### src/rtl/gray_pkg.sv
// Shared Gray-code definitions: default width plus encode/decode helpers
// sized for the widest legal counter (16 bits); narrower users zero-extend.
package gray_pkg;

  localparam int GRAY_W_DEFAULT = 4;
  localparam int GRAY_W_MAX     = 16;

  function automatic logic [GRAY_W_MAX-1:0] bin2gray(input logic [GRAY_W_MAX-1:0] bin);
    return bin ^ (bin >> 1);
  endfunction

  // Prefix-XOR from the MSB down; zero-extended inputs decode unchanged.
  function automatic logic [GRAY_W_MAX-1:0] gray2bin(input logic [GRAY_W_MAX-1:0] gray);
    logic [GRAY_W_MAX-1:0] bin;
    bin[GRAY_W_MAX-1] = gray[GRAY_W_MAX-1];
    for (int i = GRAY_W_MAX - 2; i >= 0; i--) begin
      bin[i] = bin[i+1] ^ gray[i];
    end
    return bin;
  endfunction

endpackage

### src/rtl/bin2gray_enc.sv
// Purely combinational W-bit binary-to-Gray encoder; the inverse of the
// team's Gray-to-binary decoders.
module bin2gray_enc
  import gray_pkg::*;
#(
  parameter int W = GRAY_W_DEFAULT
) (
  input  logic [W-1:0] bin,
  output logic [W-1:0] gray
);

  assign gray = bin ^ (bin >> 1);

endmodule

### src/rtl/bin2gray_counter.sv
// Up/down binary counter with a registered Gray output encoded from the next
// count. Define GRAY_CHECK_EN to add the sticky single-bit-step checker gray_err.
module bin2gray_counter
  import gray_pkg::*;
#(
  parameter int W = GRAY_W_DEFAULT
) (
  input  logic         clk,
  input  logic         rst_n,
  input  logic         en,
  input  logic         up_dn,
  input  logic         load,
  input  logic [W-1:0] load_bin,
  output logic [W-1:0] bin_q,
  output logic [W-1:0] gray_q,
  output logic         wrap
`ifdef GRAY_CHECK_EN
  ,
  output logic         gray_err
`endif
);

  logic [W-1:0] bin_next;
  logic [W-1:0] gray_next;
  logic         wrap_next;

  // Load beats count; wrap is flagged from the pre-step value at the boundary.
  always_comb begin
    bin_next  = bin_q;
    wrap_next = 1'b0;
    if (load) begin
      bin_next = load_bin;
    end else if (en) begin
      if (up_dn) begin
        bin_next  = bin_q + 1'b1;
        wrap_next = &bin_q;
      end else begin
        bin_next  = bin_q - 1'b1;
        wrap_next = ~|bin_q;
      end
    end
  end

  bin2gray_enc #(.W(W)) u_enc (
    .bin  (bin_next),
    .gray (gray_next)
  );

  always_ff @(posedge clk or negedge rst_n) begin
    if (!rst_n) begin
      bin_q  <= '0;
      gray_q <= '0;
      wrap   <= 1'b0;
    end else begin
      bin_q  <= bin_next;
      gray_q <= gray_next;
      wrap   <= wrap_next;
    end
  end

`ifdef GRAY_CHECK_EN
  logic [W-1:0] gray_prev;
  logic [W-1:0] gray_diff;
  logic         step_d;
  logic         one_bit;

  // A counting step registered on the last edge must differ from the value before it in one bit.
  assign gray_diff = gray_prev ^ gray_q;
  assign one_bit   = (gray_diff != '0) && ((gray_diff & (gray_diff - 1'b1)) == '0);

  always_ff @(posedge clk or negedge rst_n) begin
    if (!rst_n) begin
      gray_prev <= '0;
      step_d    <= 1'b0;
      gray_err  <= 1'b0;
    end else begin
      gray_prev <= gray_q;
      step_d    <= ~load & en;
      if (step_d && !one_bit) begin
        gray_err <= 1'b1;
      end
    end
  end
`endif

endmodule
### config.mk
export PLATFORM = sky130hd
export DESIGN_NAME = bin2gray_counter
export DESIGN_NICKNAME = d
export VERILOG_FILES = /design/src/rtl/gray_pkg.sv /design/src/rtl/bin2gray_enc.sv /design/src/rtl/bin2gray_counter.sv
export SDC_FILE = /design/constraint.sdc
export NUM_CORES = 1
export LEC_CHECK = 0
export CAP_MARGIN = 30
export CORE_AREA = 2 2 39 41
export CTS_CLUSTER_DIAMETER = 60
export DETAILED_ROUTE_END_ITERATION = 8
export DIE_AREA = 0 0 41 43
export GPL_TIMING_DRIVEN = 0
export PLACE_DENSITY = 0.68
export RECOVER_POWER = 25
export REMOVE_ABC_BUFFERS = 1
export SYNTH_ARGS = -nofsm -noshare
export SYNTH_HDL_FRONTEND = slang
export SYNTH_SLANG_ARGS = --single-unit
### constraint.sdc
create_clock -name clk -period 1.8 [get_ports clk]
set_clock_uncertainty 0.15 [all_clocks]
set_input_delay 0.36 -clock clk [delete_from_list [all_inputs] [get_ports clk]]
set_output_delay 0.36 -clock clk [all_outputs]
set_load 0.01 [all_outputs]
# After elaboration in Yosys (flattened, before gate mapping)
# Index checks and enable logic that the tools add are counted.
dict set report totals {
  elab_cells 15
  mem_count 0
  mem_bits_ro 0
  register_bits 9
  inputBits 9
  mem_bits_rw 0
  latch_bits 0
  output_inout_bits 9
}
dict set report op_classes {
  multipliers 0
  div_mod_pow 0
  n_eq_ne 0
  n_bitwise 1
  shift 0
  n_mux 6
  addsub 2
  n_reduce_logical 3
  order_cmp 0
}
# op count
set op_table {}
lappend op_table {{$mux W4} 3}
lappend op_table {{$add A4 B1 Y4 const B} 1}
lappend op_table {{$reduce_and A4 Y1} 1}
lappend op_table {{$reduce_or A4 Y1} 1}
lappend op_table {{$sub A4 B1 Y4 const B} 1}
lappend op_table {{$xor A4 B3 Y4} 1}
lappend op_table {{$mux W1} 3}
lappend op_table {{$logic_not A1 Y1} 1}

# Depth between registers and ports, before layout
# Gate-level depths: netlist of the first run.
dict set report logic_depth {
  word_depth 5
  mapped_depth 6
  depth_no_buf 6
}

# Modules after synthesis
# Synthesis of the first run repeated with hierarchy kept, for this count alone.
dict set report unflattened {
  hier_cells 46
  hier_area_um2 508.0
}
# mod area_per_inst_um2 cells_each n_inst
set by_module_without_submodules {}
lappend by_module_without_submodules {bin2gray_counter 474.2 42 1}
lappend by_module_without_submodules {bin2gray_enc 33.8 4 1}

# Worst setup path after synthesis of the first run
# Ideal clock, no wire load.
dict set report synth_path {
  path_type {input to register}
  start {input port up_dn}
  end {register gray_q[2]}
  cell_stages 6
  arrival_time_ps 1519
  path_slack_ps -1
  path_buffers 0
  setup_time_ps 132
  cell_sequence {inv_1 -> ha_1 -> a21oi_1 -> a211oi_1 -> or3_4 -> xor2_1}
}
dict set report synth_between {
  elab_chain_cells 4
}
# item line
set synth_rtl {}
lappend synth_rtl {{start: declaration} bin2gray_counter.sv:11} ;# input logic up_dn,
lappend synth_rtl {{$mux W4} bin2gray_counter.sv:34} ;# if (up_dn) begin
lappend synth_rtl {{$mux W4} bin2gray_counter.sv:33} ;# end else if (en) begin
lappend synth_rtl {{$mux W4} bin2gray_counter.sv:31} ;# if (load) begin
lappend synth_rtl {{via bin_next[3]} bin2gray_counter.sv:23} ;# logic [W-1:0] bin_next;
lappend synth_rtl {{$xor A4 B3 Y4} bin2gray_enc.sv:12} ;# assign gray = bin ^ (bin >> 1);
lappend synth_rtl {{via gray_next[2]} bin2gray_counter.sv:24} ;# logic [W-1:0] gray_next;
lappend synth_rtl {{end signal: assignment} bin2gray_counter.sv:56} ;# gray_q <= gray_next;
lappend synth_rtl {{end: declaration} bin2gray_counter.sv:15} ;# output logic [W-1:0] gray_q,
# The timed path passes the listed nets, and every way through them passes these cells.

# Final worst setup path of the first run
dict set report layout_path {
  start {register bin_q[2]}
  end {register gray_q[2]}
}
dict set report layout_between {
  elab_chain_cells 5
}
# item line
set layout_rtl {}
lappend layout_rtl {{start: declaration} bin2gray_counter.sv:14} ;# output logic [W-1:0] bin_q,
lappend layout_rtl {{start signal: assignment} bin2gray_counter.sv:55} ;# bin_q <= bin_next;
lappend layout_rtl {{$sub A4 B1 Y4 / $add A4 B1 Y4 (equally long branches)} {bin2gray_counter.sv:38, bin2gray_counter.sv:35}}
lappend layout_rtl {{$mux W4 *} bin2gray_counter.sv:34}
lappend layout_rtl {{$mux W4 *} bin2gray_counter.sv:33}
lappend layout_rtl {{$mux W4 *} bin2gray_counter.sv:31}
lappend layout_rtl {{via bin_next[3]} bin2gray_counter.sv:23}
lappend layout_rtl {{$xor A4 B3 Y4 *} bin2gray_enc.sv:12}
lappend layout_rtl {{via gray_next[2]} bin2gray_counter.sv:24}
# The timed path passes the listed nets; every way through them passes the cells marked *.

==> results.json, run 1 <==
{
  "tightest_slew_ns": 0.380,
  "cp_max_fo": 4,
  "synthTopCellsByArea": "dfrtp_1 (44%), xnor2_1 (7.7%), ha_1 (5.5%)",
  "areaGrowthSynthToFinish_pct": 59.9,
  "grt_pass1_vias": 406,
  "drt_wl_total_um": 1030,
  "finalHoldViolations": 0,
  "clock-sinks": 8,
  "rsz0062_at_grt": "no",
  "r2r_slack_ns": 0.04,
  "drt-initial-drc-count": 5,
  "wl_per_cell_um": 12.5,
  "worstReg2RegStart": "bin_q[2]",
  "gr-usage-met3_pct": 3.14,
  "gr-total-overflow": 0,
  "start_util_pct": 32.7,
  "fillCellCount": 138,
  "outcome": "completed",
  "grt_use_met2_pct": 22.5,
  "dp_worst_setup_slack_ns": -0.701,
  "rows": 14,
  "crit_arrival_ns": 1.74,
  "io-pin-count": 18,
  "syn_area_um2": 453,
  "reg2reg_to": "gray_q[2]",
  "gr-max-usage-layer": "met2",
  "dieArea_um2": 1760,
  "place_congestion": 0.645,
  "cts_tree": "built",
  "fmax_mhz": 568,
  "hp-class": "in2async",
  "power_density_nw_per_um2": 906,
  "hold_slack_ns": 0.307,
  "critical_path_class": "reg2reg",
  "avgSynthCellArea_um2": 10.8,
  "place_hpwl_um": 730,
  "antenna_found_initial": 0,
  "synth_seq_area_share_pct": 44.2,
  "required_ns": 1.78,
  "n_antenna_cell": 0,
  "startpoint_type": "register",
  "synth-seq-cells": 8,
  "clkLatencyLatePin_ns": 0.25,
  "crit_chain": "ha_4 -> nand3_2 -> and4b_1 -> or3_4 -> xor2_1",
  "dr_total_vias": 392,
  "htree_levels": 1,
  "irDropWorstVdd_mv": 0.380,
  "yosysTopAreaCell": "dfrtp_1",
  "leakage_nw": 0.325,
  "timing.critical_path.buf_inv": 0,
  "coreArea_um2": 1380,
  "dieWidth_um": 41,
  "grt_pass1_wl_um": 1590,
  "port_buffers": 17,
  "ys_types": 22,
  "cts_hold_buf": 0,
  "dr.pass1.iters": 4,
  "grt_use_met1_pct": 15.0,
  "path_clk_slew_ns": 0.06,
  "cp_top_family": "simple AND/OR/NAND/NOR gates",
  "netlist_instances": 42,
  "nets": 80,
  "routed_via_density": 4.78,
  "root_buffer": "clkbuf_4",
  "cts_buffers": 3,
  "grt_max_degree": 10,
  "max_stage_delay_ns": 0.44,
  "synth_top_area_share_pct": 44.2,
  "drc": 0,
  "grt_usage_pct": 14.3,
  "fin_ws_ns": 0.0409,
  "maxSlewHeadroom_pct": 74.6,
  "postRouteAntennaNets": 0,
  "reg2reg_depth": 5,
  "setup_viol": 0,
  "power_uw": 656,
  "drv_cap": 0,
  "die_y_um": 43,
  "finalCriticalPeriod_ns": 1.76,
  "post-route-period-util_pct": 97.7,
  "slowest_stage": "dfrtp_2",
  "clockBufferDepth": 2,
  "drive_above_1_share_pct": 31.8,
  "synthesis.yosys.warnings": 0,
  "end_kind": "register",
  "slew_viol_final": 0
}
-- worst max path at each step --
stage | from | to | slack (ns) | cells past startpoint
after floorplan | up_dn | gray_q[2] | -0.0009 | 6
after CTS | bin_q[2] | gray_q[2] | 0.007 | 5
final | bin_q[2] | gray_q[2] | 0.04 | 5
after global routing | bin_q[2] | gray_q[2] | 0.009 | 5
after global placement | up_dn | gray_q[2] | -0.66 | 7
after detailed placement | up_dn | gray_q[2] | -0.70 | 7
-- cells in the mapped netlist --
cell type  instances
a211oi_1           1
a21oi_1            2
a22o_1             1
a31oi_1            1
and3_1             1
and4b_1            1
buf_4              2
dfrtp_1            8
fa_1               1
ha_1               2
inv_1              2
mux2i_1            2
nand2_1            2
nand3_1            1
nor2_1             4
o21ai_0            1
o21ai_1            1
or2b_1             1
or3_4              1
or4_1              1
xnor2_1            4
xor2_1             2
-- logic make-up after synthesis --
| group | Yosys count | synth area share, % |
|---|---|---|
| AOI/OAI and AO/OA | 7 | 9.39 |
| and+or+nand+nor | 12 | 15.5 |
| xor gates and xnor gates | 6 | 11.6 |
| adders and majority gates | 3 | 9.94 |
| DFF | 8 | 44.2 |
| buffers and inverters | 4 | 4.97 |
| muxes | 2 | 4.42 |
-- layer usage --
metal | routed length (um) | vias to the layer above
met5 | 0 | -
met4 | 22 | 0
met3 | 67 | 2
met2 | 520 | 14
met1 | 418 | 182
li1 | - | 194
-- registers in the layout, indices dropped and copies added, names as in the netlist --
name,cells
bin_q,4
wrap,1
gray_q,3
-- what timing repair did --
| action | 4_1_cts | 5_1_grt |
|---|---|---|
| hold endpoints to repair | 0 | 0 |
| resized for setup | 14 | 2 |
| buffers inserted | 2 | 4 |
| pin swaps | 1 | 2 |
| endpoints found under the setup margin | 10 | 3 |
-- per-stage QoR --
stage	cell area [um^2]	util, %	setup TNS (ns)	std cells
after global routing	724	52.4	0	82
after floorplan	438	-	-0.000892	40
after detailed placement	628	45.4	-3.46	73
after CTS	697	50.4	0	78
after global placement	628	45.4	-3.32	73
final	724	52.4	0	82
-- layout make-up --
cell class	instances	area (um^2)	share of cell area, %
multi-input combinational	30	259	35.8
timing repair buffer	23	210	29.0
sequential	8	205	28.3
clock buffer	3	22.5	3.11
tap	16	20.0	2.76
inverter	2	7.51	1.04
-- power by group --
group / internal (mW) / total [mW] / switching (mW)
Clock: 0.0763 / 0.137 / 0.0610
Combinational: 0.164 / 0.272 / 0.108
Sequential: 0.218 / 0.247 / 0.0288
-- cells in the final DEF, fill, tap and decap left out, types with 2 or more instances in the layout --
cell type	count
xor2_1	2
buf_4	6
dfrtp_1	4
dfrtp_2	4
nor2_1	4
a21oi_2	2
dlygate4sd2_1	2
clkdlybuf4s50_1	12
xnor2_1	4
clkbuf_4	3
mux2i_1	2
nand2_1	2
No activity file was read; power rests on OpenSTA's default activity.
==> run 2, diff against run 1 <==
--- a/config.mk
+++ b/config.mk
@@ -11,7 +11,7 @@
 export DETAILED_ROUTE_END_ITERATION = 8
 export DIE_AREA = 0 0 41 43
 export GPL_TIMING_DRIVEN = 0
-export PLACE_DENSITY = 0.68
+export PLACE_DENSITY = 0.76
 export RECOVER_POWER = 25
 export REMOVE_ABC_BUFFERS = 1
 export SYNTH_ARGS = -nofsm -noshare
==> results.json, run 2 (same netlist as run 1, synthesis figures left out) <==
{
  "postRouteAntennaNets": 0,
  "layout_common_cells": "clkdlybuf4s50_1 (13), nor2_1 (4), xnor2_1 (4), dfrtp_2 (4), dfrtp_1 (4)",
  "irDropWorstVdd_mv": 0.401,
  "dieWidth_um": 41,
  "hp-class": "in2async",
  "crit_chain": "ha_4 -> nand3_2 -> and4b_1 -> or3_4 -> xor2_1",
  "tightest_slew_ns": 0.384,
  "largest_register": "bin_q",
  "dp_cells": 73,
  "largest_register_ffs": 4,
  "place_area_um2": 628,
  "fmax_mhz": 563,
  "path_clk_slew_ns": 0.06,
  "io-pin-count": 18,
  "areaGrowthSynthToFinish_pct": 55.0,
  "root_buffer": "clkbuf_4",
  "start_util_pct": 32.7,
  "drive_above_1_share_pct": 30.2,
  "cp_top_family": "simple AND/OR/NAND/NOR gates",
  "outcome": "completed",
  "max_stage_delay_ns": 0.45,
  "power_density_nw_per_um2": 923,
  "place_congestion": 0.717,
  "drv_cap": 0,
  "maxSlewHeadroom_pct": 74.3,
  "final_area_um2": 702,
  "required_ns": 1.79,
  "crit_arrival_ns": 1.76,
  "grt_max_degree": 10,
  "nets": 77,
  "fin_ws_ns": 0.0225,
  "finalCriticalPeriod_ns": 1.78,
  "routed_via_density": 4.77,
  "htree_levels": 1,
  "clockBufferDepth": 2,
  "die_y_um": 43,
  "drt_wl_total_um": 972,
  "slew_viol_final": 0,
  "grt_pass1_wl_um": 1520,
  "fillCellCount": 137,
  "wl_per_cell_um": 12.3,
  "n_antenna_cell": 0,
  "cts_buffers": 3,
  "post-route-period-util_pct": 98.8,
  "port_buffers": 17,
  "grt_pass1_vias": 326,
  "dieArea_um2": 1760,
  "cts_tree": "built",
  "cp_max_fo": 5,
  "critical_path_class": "reg2reg",
  "rows": 14,
  "grt_usage_pct": 13.5,
  "hold_slack_ns": 0.300,
  "fin_util_pct": 50.7,
  "end_kind": "register",
  "drc": 0,
  "mostFrequentLayoutCell": "clkdlybuf4s50_1",
  "coreArea_um2": 1380,
  "drt-initial-drc-count": 0,
  "setup_viol": 0,
  "antenna_found_initial": 0,
  "regArea_um2": 205,
  "dr_total_vias": 377,
  "dr.pass1.iters": 1,
  "instances_no_fill": 79,
  "leakage_nw": 0.299,
  "largestRegisters": "bin_q (4), gray_q (3), wrap (1)",
  "finalHoldViolations": 0,
  "rsz0062_at_grt": "yes",
  "timing.critical_path.buf_inv": 0,
  "dp_worst_setup_slack_ns": -0.698,
  "startpoint_type": "register",
  "cts_hold_buf": 0,
  "place_hpwl_um": 715,
  "slowest_stage": "dfrtp_2",
  "clock-sinks": 8,
  "clkLatencyLatePin_ns": 0.26,
  "gr-total-overflow": 0,
  "multi_input_area_um2": 262
}
run 2: cell count changes in the layout (fill, tap and decap cells not counted), sizes merged:
cell,previous run,this run
buf,6,3
clkdlybuf4s50,12,13
dlymetal6s2s,1,0
run 2: per-stage QoR:
step / power (mW) / TNS, ns
5_1_grt: 0.693 / -0.0345
4_1_cts: 0.644 / 0
2_1_floorplan: 0.351 / -0.000892
3_5_place_dp: 0.479 / -3.47
6_report: 0.648 / 0
3_3_place_gp: 0.469 / -3.32
run 2: path summary, 6_finish.rpt:
path	start	endpoint	slack, ns	cells past startpoint
min in group clk	up_dn	wrap	0.42	4
worst max-delay path	bin_q[2]	gray_q[2]	0.02	5
max in group asynchronous	rst_n	bin_q[0]	0.89	1
worst min register to register	bin_q[3]	wrap	0.46	2
worst min-delay path	rst_n	wrap	0.30	1
worst max register to register	bin_q[2]	gray_q[2]	0.02	5
run 2: routing by layer:
layer | vias to the layer above | global-route usage, % | part of all wire (%) | wire (um)
li1 | 187 | - | - | -
met5 | - | 0 | 0 | 0
met3 | 2 | 4.71 | 4.6 | 45
met1 | 175 | 16.9 | 42 | 408
met4 | 0 | 8.00 | 1.5 | 15
met2 | 13 | 19.1 | 52 | 503
run 2: layout make-up:
type,instances,area share [%]
multi-input combinational,30,37.3
clock buffer,3,3.21
timing repair buffer,20,26.4
tap,16,2.85
sequential,8,29.2
inverter,2,1.07
run 2: power breakdown:
| group | internal [mW] | total (mW) | leakage (nW) | switching, mW |
|---|---|---|---|---|
| Combinational | 0.152 | 0.257 | 0.192 | 0.105 |
| Clock | 0.0766 | 0.142 | 0.0138 | 0.0651 |
| Sequential | 0.218 | 0.249 | 0.0928 | 0.0310 |
run 2: what timing repair did:
action / 4_1_cts / 5_1_grt
gates resized for setup: 12 / 4
buffers inserted: 0 / 3
pin swaps: 2 / 4
setup endpoints to repair: 7 / 7
